$ cat config.mk
export PLATFORM = sky130hd
export DESIGN_NAME = active_list_rob_flat
export DESIGN_NICKNAME = d
export VERILOG_FILES = /design/src/rtl/active_list_rob_if.sv /design/src/rtl/active_list_rob.sv /design/src/flat_wrapper.sv
export SDC_FILE = /design/constraint.sdc
export NUM_CORES = 1
export LEC_CHECK = 0
export CAP_MARGIN = 15
export CORE_MARGIN = 2
export CORE_UTILIZATION = 50
export CTS_BUF_LIST = sky130_fd_sc_hd__clkbuf_16
export DETAILED_ROUTE_END_ITERATION = 7
export HOLD_SLACK_MARGIN = 0.06
export PLACE_DENSITY = 0.7
export REMOVE_ABC_BUFFERS = 1
export SLEW_MARGIN = 20
export SYNTH_ARGS = -nofsm -noshare
export SYNTH_HDL_FRONTEND = slang
export SYNTH_SLANG_ARGS = --single-unit
$ cat constraint.sdc
create_clock -name i_Clk -period 3.5 [get_ports i_Clk]
set_input_delay 0.7 -clock i_Clk [delete_from_list [all_inputs] [get_ports i_Clk]]
set_output_delay 0.7 -clock i_Clk [all_outputs]
set_load 0.03 [all_outputs]
$ cat src/rtl/active_list_rob_if.sv
// Dispatch / writeback / flush / free-return bundle of the active list.
interface active_list_rob_if #(
  parameter int REG_ADDR_WIDTH   = 5,
  parameter int FREE_LIST_WIDTH  = 3,
  parameter int CHECKPOINT_WIDTH = 2
);
  logic                        i_Alloc_Valid;
  logic [REG_ADDR_WIDTH:0]     i_Alloc_New_PReg;
  logic [REG_ADDR_WIDTH:0]     i_Alloc_Old_PReg;
  logic [CHECKPOINT_WIDTH-1:0] i_Alloc_Checkpoint;
  logic                        o_Alloc_Ready;
  logic [FREE_LIST_WIDTH-1:0]  o_Alloc_Index;
  logic                        i_WB_Valid;
  logic [FREE_LIST_WIDTH-1:0]  i_WB_Index;
  logic                        i_Commit_Enable;
  logic                        i_Flush;
  logic [FREE_LIST_WIDTH-1:0]  i_Flush_Tail;
  logic                        o_Free_Valid;
  logic [REG_ADDR_WIDTH:0]     o_Free_PReg;
  logic                        i_Free_Ready;
  logic [CHECKPOINT_WIDTH-1:0] o_Retire_Checkpoint;
  logic [FREE_LIST_WIDTH:0]    o_Count;
  logic                        o_Empty;
  logic                        o_Full;
  logic                        o_Busy;

  modport master (
    output i_Alloc_Valid, i_Alloc_New_PReg, i_Alloc_Old_PReg, i_Alloc_Checkpoint,
           i_WB_Valid, i_WB_Index, i_Commit_Enable, i_Flush, i_Flush_Tail, i_Free_Ready,
    input  o_Alloc_Ready, o_Alloc_Index, o_Free_Valid, o_Free_PReg, o_Retire_Checkpoint,
           o_Count, o_Empty, o_Full, o_Busy
  );

  modport slave (
    input  i_Alloc_Valid, i_Alloc_New_PReg, i_Alloc_Old_PReg, i_Alloc_Checkpoint,
           i_WB_Valid, i_WB_Index, i_Commit_Enable, i_Flush, i_Flush_Tail, i_Free_Ready,
    output o_Alloc_Ready, o_Alloc_Index, o_Free_Valid, o_Free_PReg, o_Retire_Checkpoint,
           o_Count, o_Empty, o_Full, o_Busy
  );
endinterface

$ cat src/rtl/active_list_rob.sv
// Active list: in-order retirement returns old pregs; mispredict walk returns
// squashed new pregs youngest-first, one per cycle.
module active_list_rob #(
  parameter int REG_ADDR_WIDTH   = 5,
  parameter int FREE_LIST_WIDTH  = 3,
  parameter int CHECKPOINT_WIDTH = 2
) (
  input  logic i_Clk,
  input  logic i_Reset,
  active_list_rob_if.slave rob
);
  localparam int PW    = REG_ADDR_WIDTH + 1;
  localparam int FW    = FREE_LIST_WIDTH;
  localparam int DEPTH = 2 ** FW;

  typedef enum logic {RUN, SQUASH} state_t;
  state_t state, state_n;

  logic [DEPTH-1:0]                       valid_q, done_q;
  logic [DEPTH-1:0][PW-1:0]               new_q, old_q;
  logic [DEPTH-1:0][CHECKPOINT_WIDTH-1:0] ckpt_q;
  logic [FW-1:0] head, tail, walk, stop;
  logic [FW:0]   count;

  logic full, alloc_ready, free_valid;
  logic [PW-1:0] free_preg;
  logic do_alloc, do_retire, do_walk, start_flush, do_dec;

  assign full = (count == DEPTH[FW:0]);

  always_comb begin
    state_n     = state;
    alloc_ready = 1'b0;
    free_valid  = 1'b0;
    free_preg   = old_q[head];
    do_alloc    = 1'b0;
    do_retire   = 1'b0;
    do_walk     = 1'b0;
    start_flush = 1'b0;
    case (state)
      RUN: begin
        alloc_ready = !full;
        // Flush wins: neither allocate nor retire happen in the flush cycle
        if (rob.i_Flush) begin
          start_flush = 1'b1;
          if (rob.i_Flush_Tail != tail) state_n = SQUASH;
        end else begin
          free_valid = valid_q[head] && done_q[head] && rob.i_Commit_Enable;
          do_retire  = free_valid && rob.i_Free_Ready;
          do_alloc   = rob.i_Alloc_Valid && alloc_ready;
        end
      end
      SQUASH: begin
        free_valid = 1'b1;
        free_preg  = new_q[walk];
        do_walk    = rob.i_Free_Ready;
        if (do_walk && walk == stop) state_n = RUN;
      end
      default: state_n = RUN;
    endcase
  end

  assign do_dec = do_retire || do_walk;

  always_ff @(posedge i_Clk) begin
    if (i_Reset) state <= RUN;
    else         state <= state_n;
  end

  always_ff @(posedge i_Clk) begin
    if (i_Reset) begin
      head    <= '0;
      tail    <= '0;
      walk    <= '0;
      stop    <= '0;
      count   <= '0;
      valid_q <= '0;
      done_q  <= '0;
    end else begin
      if (rob.i_WB_Valid && valid_q[rob.i_WB_Index]) done_q[rob.i_WB_Index] <= 1'b1;
      if (start_flush) begin
        walk <= tail - 1'b1;
        stop <= rob.i_Flush_Tail;
      end
      if (do_retire) begin
        valid_q[head] <= 1'b0;
        done_q[head]  <= 1'b0;
        head          <= head + 1'b1;
      end
      if (do_alloc) begin
        valid_q[tail] <= 1'b1;
        done_q[tail]  <= 1'b0;
        tail          <= tail + 1'b1;
      end
      // Walk retreats the tail so the list stays consistent if it stalls
      if (do_walk) begin
        valid_q[walk] <= 1'b0;
        done_q[walk]  <= 1'b0;
        tail          <= walk;
        walk          <= walk - 1'b1;
      end
      if (do_alloc && !do_dec)      count <= count + 1'b1;
      else if (!do_alloc && do_dec) count <= count - 1'b1;
    end
  end

  always_ff @(posedge i_Clk) begin
    if (do_alloc) begin
      new_q[tail]  <= rob.i_Alloc_New_PReg;
      old_q[tail]  <= rob.i_Alloc_Old_PReg;
      ckpt_q[tail] <= rob.i_Alloc_Checkpoint;
    end
  end

  assign rob.o_Alloc_Ready       = alloc_ready;
  assign rob.o_Alloc_Index       = tail;
  assign rob.o_Free_Valid        = free_valid;
  assign rob.o_Free_PReg         = free_preg;
  assign rob.o_Retire_Checkpoint = ckpt_q[head];
  assign rob.o_Count             = count;
  assign rob.o_Empty             = (count == '0);
  assign rob.o_Full              = full;
  assign rob.o_Busy              = (state == SQUASH);
endmodule

$ cat src/flat_wrapper.sv
// flat-port wrapper written by rule: the top's interface ports become plain ports
module active_list_rob_flat 
#(
  parameter int REG_ADDR_WIDTH   = 5,
  parameter int FREE_LIST_WIDTH  = 3,
  parameter int CHECKPOINT_WIDTH = 2
)
  (i_Clk, i_Reset, rob_i_Alloc_Valid, rob_i_Alloc_New_PReg, rob_i_Alloc_Old_PReg, rob_i_Alloc_Checkpoint, rob_i_WB_Valid, rob_i_WB_Index, rob_i_Commit_Enable, rob_i_Flush, rob_i_Flush_Tail, rob_i_Free_Ready, rob_o_Alloc_Ready, rob_o_Alloc_Index, rob_o_Free_Valid, rob_o_Free_PReg, rob_o_Retire_Checkpoint, rob_o_Count, rob_o_Empty, rob_o_Full, rob_o_Busy);
  active_list_rob_if #(.REG_ADDR_WIDTH(REG_ADDR_WIDTH), .FREE_LIST_WIDTH(FREE_LIST_WIDTH), .CHECKPOINT_WIDTH(CHECKPOINT_WIDTH)) rob_i ();
  input  logic i_Clk;
  input  logic i_Reset;
  input wire logic [$bits(rob_i.i_Alloc_Valid)-1:0] rob_i_Alloc_Valid;
  input wire logic [$bits(rob_i.i_Alloc_New_PReg)-1:0] rob_i_Alloc_New_PReg;
  input wire logic [$bits(rob_i.i_Alloc_Old_PReg)-1:0] rob_i_Alloc_Old_PReg;
  input wire logic [$bits(rob_i.i_Alloc_Checkpoint)-1:0] rob_i_Alloc_Checkpoint;
  input wire logic [$bits(rob_i.i_WB_Valid)-1:0] rob_i_WB_Valid;
  input wire logic [$bits(rob_i.i_WB_Index)-1:0] rob_i_WB_Index;
  input wire logic [$bits(rob_i.i_Commit_Enable)-1:0] rob_i_Commit_Enable;
  input wire logic [$bits(rob_i.i_Flush)-1:0] rob_i_Flush;
  input wire logic [$bits(rob_i.i_Flush_Tail)-1:0] rob_i_Flush_Tail;
  input wire logic [$bits(rob_i.i_Free_Ready)-1:0] rob_i_Free_Ready;
  output wire logic [$bits(rob_i.o_Alloc_Ready)-1:0] rob_o_Alloc_Ready;
  output wire logic [$bits(rob_i.o_Alloc_Index)-1:0] rob_o_Alloc_Index;
  output wire logic [$bits(rob_i.o_Free_Valid)-1:0] rob_o_Free_Valid;
  output wire logic [$bits(rob_i.o_Free_PReg)-1:0] rob_o_Free_PReg;
  output wire logic [$bits(rob_i.o_Retire_Checkpoint)-1:0] rob_o_Retire_Checkpoint;
  output wire logic [$bits(rob_i.o_Count)-1:0] rob_o_Count;
  output wire logic [$bits(rob_i.o_Empty)-1:0] rob_o_Empty;
  output wire logic [$bits(rob_i.o_Full)-1:0] rob_o_Full;
  output wire logic [$bits(rob_i.o_Busy)-1:0] rob_o_Busy;
  assign rob_i.i_Alloc_Valid = rob_i_Alloc_Valid;
  assign rob_i.i_Alloc_New_PReg = rob_i_Alloc_New_PReg;
  assign rob_i.i_Alloc_Old_PReg = rob_i_Alloc_Old_PReg;
  assign rob_i.i_Alloc_Checkpoint = rob_i_Alloc_Checkpoint;
  assign rob_i.i_WB_Valid = rob_i_WB_Valid;
  assign rob_i.i_WB_Index = rob_i_WB_Index;
  assign rob_i.i_Commit_Enable = rob_i_Commit_Enable;
  assign rob_i.i_Flush = rob_i_Flush;
  assign rob_i.i_Flush_Tail = rob_i_Flush_Tail;
  assign rob_i.i_Free_Ready = rob_i_Free_Ready;
  assign rob_o_Alloc_Ready = rob_i.o_Alloc_Ready;
  assign rob_o_Alloc_Index = rob_i.o_Alloc_Index;
  assign rob_o_Free_Valid = rob_i.o_Free_Valid;
  assign rob_o_Free_PReg = rob_i.o_Free_PReg;
  assign rob_o_Retire_Checkpoint = rob_i.o_Retire_Checkpoint;
  assign rob_o_Count = rob_i.o_Count;
  assign rob_o_Empty = rob_i.o_Empty;
  assign rob_o_Full = rob_i.o_Full;
  assign rob_o_Busy = rob_i.o_Busy;
  active_list_rob #(.REG_ADDR_WIDTH(REG_ADDR_WIDTH), .FREE_LIST_WIDTH(FREE_LIST_WIDTH), .CHECKPOINT_WIDTH(CHECKPOINT_WIDTH)) u_core (.i_Clk(i_Clk), .i_Reset(i_Reset), .rob(rob_i));
endmodule
### After elaboration in Yosys (flattened, before gate mapping)

Index checks and enable logic that the tools add are counted.

| operators by class | value |
|---|---|
| $add $sub $neg | 6 |
| order comparisons | 8 |
| equality and inequality tests | 3 |
| muxes and demuxes | 60 |
| bitwise logic cells | 11 |
| reductions and logical operators | 20 |

Operator list:

| operator | count |
|---|---|
| $bwmux W48 | 2 |
| $mux W8 | 12 |
| $and A8 B8 Y8 | 5 |
| $bmux W6 S3 | 2 |
| $mux W6 | 4 |
| $not A8 Y8 | 3 |
| $mux W1 | 19 |
| $demux W6 S3 | 1 |
| $bwmux W16 | 1 |
| $lt A3 B4 Y1 const B | 4 |
| $or A8 B8 Y8 | 2 |
| $demux W1 S3 | 4 |
| $ge A3 B1 Y1 const B | 4 |
| $logic_and A1 B1 Y1 | 12 |
| $mux W3 | 4 |
| $bmux W1 S3 | 3 |
| $mux W4 | 2 |
| $add A3 B1 Y3 const B | 2 |
| $bmux W2 S3 | 1 |
| $demux W2 S3 | 1 |
| $reduce_bool A2 Y1 | 3 |
| $sub A3 B1 Y3 const B | 2 |
| $add A4 B1 Y4 const B | 1 |
| $eq A4 B4 Y1 const B | 1 |
| 9 further kinds | 13 |

| storage, ports and cells | value |
|---|---|
| register bits after elaboration | 145 |
| output and inout port bits | 20 |

### Depth between registers and ports, before layout

| logic depth | value |
|---|---|
| word-level depth | 15 |
| gate-level depth with buffers | 14 |
| gate-level depth less buffers | 13 |

### Least setup slack after synthesis

No wires, ideal clock.

| path | value |
|---|---|
| kind | flip-flop to flip-flop |
| from | register u_core.count[3], in the netlist u_core.rob.o_Count[3] |
| to | register u_core.count[3], in the netlist u_core.rob.o_Count[3] |
| library setup time | 71 ps |
| data arrival time | 3018 ps |
| data required time | 3429 ps |
| setup slack | 412 ps |
| cell stages (with the launch flop) | 13 |
| path buffers | 1 |
| path through | dfxtp_1 -> nor4b_2 -> or4b_1 -> buf_4 -> inv_2 -> ha_1 -> inv_1 -> ha_1 -> a21o_1 -> a21oi_1 -> xnor2_1 -> or3_1 -> a21oi_1 |

| on the way | value |
|---|---|
| cells in the longest elaborated chain, start to end | 8 |
| elaborated cells between the ends (all ways) | 13 |

Ends and longest elaborated chain:

| what | RTL line | RTL |
|---|---|---|
| start, declared | active_list_rob.sv:23 | `logic [FW:0] count;` |
| start signal, assigned | active_list_rob.sv:102 | `if (do_alloc && !do_dec) count <= count + 1'b1;` |
| start signal, assigned | active_list_rob.sv:103 | `else if (!do_alloc && do_dec) count <= count - 1'b1;` |
| $eq A4 B4 Y1 (*) | active_list_rob.sv:29 | `assign full = (count == DEPTH[FW:0]);` |
| net rob_o_Full | flat_wrapper.sv:29 | `output wire logic [$bits(rob_i.o_Full)-1:0] rob_o_Full;` |
| $logic_not A1 Y1 (*) | active_list_rob.sv:42 | `alloc_ready = !full;` |
| $logic_and A1 B1 Y1 (*) | active_list_rob.sv:50 | `do_alloc = rob.i_Alloc_Valid && alloc_ready;` |
| $mux W1 (*) | active_list_rob.sv:44 | `if (rob.i_Flush) begin` |
| $mux W1 (*) | active_list_rob.sv:40 | `case (state)` |
| $logic_not A1 Y1 | active_list_rob.sv:103 |  |
| $logic_and A1 B1 Y1 | active_list_rob.sv:103 |  |
| $reduce_bool A2 Y1 (no source line) | -- |  |

The timed path passes the listed nets; every way through them passes the cells marked *. The select of a mux whose other input is x is not followed.
A chain may end at the register's enable or synchronous reset.

### Worst setup path in the final report

| path | value |
|---|---|
| from | register u_core.head[1] |
| to | output rob_o_Free_PReg[2] |

| on the way | value |
|---|---|
| cells in the longest elaborated chain, start to end | 3 |

Ends and longest elaborated chain:

| what | RTL line | RTL |
|---|---|---|
| start, declared | active_list_rob.sv:22 | `logic [FW-1:0] head, tail, walk, stop;` |
| start signal, assigned | active_list_rob.sv:88 | `head <= head + 1'b1;` |
| $bmux W6 S3 | active_list_rob.sv:35 | `free_preg = old_q[head];` |
| $mux W6 (not written as such) | active_list_rob.sv:35 |  |
| $mux W6 | active_list_rob.sv:40 |  |
| end, declared | flat_wrapper.sv:25 | `output wire logic [$bits(rob_i.o_Free_PReg)-1:0] rob_o_Free_PReg;` |

No other way between the ends. The select of a mux whose other input is x is not followed.

==> out/qor.yml <==
outcome:
  status: "finished, final reports clean"
global_routing:
  grt_start_max_net_pins: 27
  grt_pass1_wl_um: 22600
  grt_pass1_vias: 4184
  grt_overflow: 0
  antenna_found_initial: 0
  grt_usage: 0.228
yosys:
  syn_inst: 458
  ys_seq_elements: 145
  synth.avg_cell_area_um2: 13.9
  synth.area.top_cells: "edfxtp_1 (53%), dfxtp_1 (10%), mux4_2 (5.3%), mux2i_1 (3.0%), a21oi_1 (2.4%)"
  async_flop_share: 0
  synth_top_area_share: 0.530
  ys.flop_type: "edfxtp_1"
  synth_top_area_cell: "edfxtp_1"
  synth_cell_types: 64
  yosysSeqAreaShare: 0.634
  yosys_warnings: 0
  synth-edff-count: 112
  synth_area_mm2: 0.00635
worst_setup_path:
  path_common_cell: "a21oi_1"
  end_kind: "output pin"
  cp_slowest_cell: "clkdlybuf4s50_1"
  required_ns: 2.80
  reg2reg_depth: 14
  r2r_end: "u_core.rob.o_Count[3]$_SDFFE_PP0P_"
  r2r-start: "u_core.head[0]$_SDFFE_PP0N_"
  start_kind: "flip-flop"
  cp-endpoint: "rob_o_Free_PReg[2]"
  critPathArrivalTime_ns: 2.68
  critPathMaxFanout: 19
  reg2reg_slack_ns: 0.24
  crit_start: "u_core.head[1]$_SDFFE_PP0N_"
  worstSetupPathType: "reg -> out"
  slowest_delay_ns: 0.60
  crit_path_cell_trace: "buf_6 -> mux2_2 -> a221oi_1 -> a21oi_1 -> nor3_1 -> a21oi_1 -> clkdlybuf4s50_1"
clock_tree:
  htreeDepth: 4
  root_buffer: "clkbuf_16"
  cts_buffers: 17
  cts.clk_slew.worst_paths_ns: 0.06
  postCtsSetupBuffers: 0
  postCtsHoldBufs: 0
  clkLatencyLatePin_ns: 0.42
  clkSinkCount: 145
  cts_buffer_depth: 2
  cts.repair.resized: 0
  cts_tree: "done"
route:
  antenna_left: 0
  wire_per_inst_um: 20.2
  drc: 0
  dr.first_iter.drc_count: 332
  viasPerCell: 5.83
  firstDrtPassIters: 5
  totalWireLength_um: 14200
  num_vias: 4094
power_and_ir_drop:
  leakagePower_nw: 2.64
  irDropWorstVdd_mv: 0.397
  p_per_area_mw_per_mm2: 544
  total_power_w: 0.00414
hold_path:
  hold_class: "reg -> reg"
  min_path_cells: 2
floorplan:
  dieHeight_um: 117
  fp.coreArea_mm2: 0.0125
  die_w_um: 117
  io_pins: 47
  die_area_mm2: 0.0136
  initial_core_util: 0.507
  rows: 41
layout:
  area_growth_pct: 19.9
  fin_util: 0.608
  fin_cells: 702
  fin_area_mm2: 0.00761
  diodes: 0
  nets: 551
  drive_above_1_share: 0.177
sta:
  tightest_slew_ns: 0.689
  fin_skew_ns: 0.0116
  rsz0062_at_grt: "no"
  finalCritPeriodShare: 0.966
  fin_setup_tns_ns: 0
  setup_viol: 0
  min_period_ns: 3.38
  hold_violations: 0
  max_clock_freq_mhz: 296
  slew_headroom: 0.540
  final_max_slew_viol_count: 0
place:
  hpwl_um: 9080
  dpl_cell_area_mm2: 0.00706
  placed_cells: 670
  io_buffers: 46
  place_congestion: 0.893
run:
  drv_cap: 0
-- where the power goes --
part           switching (W)  total [W]  internal [W]
sequential         0.0000595    0.00196       0.00190
combinational       0.000291   0.000533      0.000242
clock               0.000681    0.00165      0.000968
-- area by class of cell --
type	count	area, µm²
Clock inverter	15	118
Multi-Input combinational cell	271	2140
Sequential cell	145	4020
Tap cell	172	215
Timing Repair Buffer	70	651
Fill cell	998	4900
Inverter	12	45.0
Clock buffer	17	425
-- synthesized netlist by cell type (9+ instances only) --
master / instances
a21oi_1: 31
a31oi_1: 14
clkbuf_1: 13
dfxtp_1: 33
edfxtp_1: 112
inv_1: 10
mux2_2: 11
mux2i_1: 19
mux4_2: 15
nand2_1: 18
nor2_1: 28
nor2b_1: 12
nor3_1: 9
o21ai_0: 14
-- routing by layer --
| layer | track usage | share of wire | routed length [µm] | vias up |
|---|---|---|---|---|
| met5 | 0 | 0 | 0 | - |
| met4 | 0.0918 | 0.020 | 280 | 0 |
| met3 | 0.0602 | 0.057 | 817 | 20 |
| met2 | 0.361 | 0.48 | 6810 | 149 |
| met1 | 0.303 | 0.44 | 6300 | 2037 |
| li1 | - | - | - | 1888 |
-- critical path, delay by kind of cell (launching register included) --
family,cells,cell delay (ns)
multiplexers,1,0.35
AND/OR/NAND/NOR,1,0.20
buffers and inverters,2,0.85
AO/OA/AOI/OAI,3,0.38
flip-flops,1,0.47
-- how the worst min path moves through the flow --
stage                                     start                     endpoint
floorplan           u_core.stop[0]$_SDFFE_PP0P_  u_core.stop[0]$_SDFFE_PP0P_
global placement    u_core.stop[2]$_SDFFE_PP0P_  u_core.stop[2]$_SDFFE_PP0P_
detailed placement  u_core.stop[0]$_SDFFE_PP0P_  u_core.stop[0]$_SDFFE_PP0P_
CTS                 u_core.stop[0]$_SDFFE_PP0P_  u_core.stop[0]$_SDFFE_PP0P_
global route        u_core.stop[0]$_SDFFE_PP0P_  u_core.stop[0]$_SDFFE_PP0P_
finish              u_core.stop[0]$_SDFFE_PP0P_  u_core.stop[0]$_SDFFE_PP0P_
-- flip-flops by register name, summed over array words and instances, names as in the netlist, 4 cells and up --
signal,cells
u_core.ckpt_q,16
u_core.done_q,8
u_core.new_q,48
u_core.old_q,48
u_core.rob.o_Count,4
u_core.valid_q,8
-- per-stage QoR --
| stage | hold WS, ns | setup WS (ns) |
|---|---|---|
| 2_1_floorplan | 0.442 | -0.00793 |
| 3_3_place_gp | 0.457 | 0.211 |
| 3_5_place_dp | 0.465 | 0.135 |
| 4_1_cts | 0.473 | 0.0485 |
| 5_1_grt | 0.498 | 0.0110 |
| 6_report | 0.470 | 0.120 |
-- cells in the final DEF (no fill, tap or decap), types with 4 or more instances in the layout --
cell / n
a211oi_1: 6
a21oi_1: 31
a221o_1: 5
a31oi_1: 14
a41o_1: 5
and3_1: 6
buf_4: 25
clkbuf_16: 17
clkdlybuf4s50_1: 42
clkinv_1: 5
dfxtp_1: 33
edfxtp_1: 112
ha_1: 6
inv_1: 10
mux2_2: 11
mux2i_1: 19
mux4_2: 15
nand2_1: 18
nand2b_1: 4
nand3_1: 6
nor2_1: 28
nor2b_1: 12
nor3_1: 8
o21ai_0: 14
o2bb2ai_1: 4
xnor2_1: 6
xor2_1: 6
-- cells by family after synthesis --
logic type / after synthesis / synth area share
DFF: 145 / 0.634
adders and majority gates: 7 / 0.0150
buffers and inverters: 42 / 0.0306
muxes: 47 / 0.107
xor gates and xnor gates: 12 / 0.0166
and+or+nand+nor: 106 / 0.0913
AOI/OAI and AO/OA: 99 / 0.106
No activity file was read; power rests on OpenSTA's default activity.
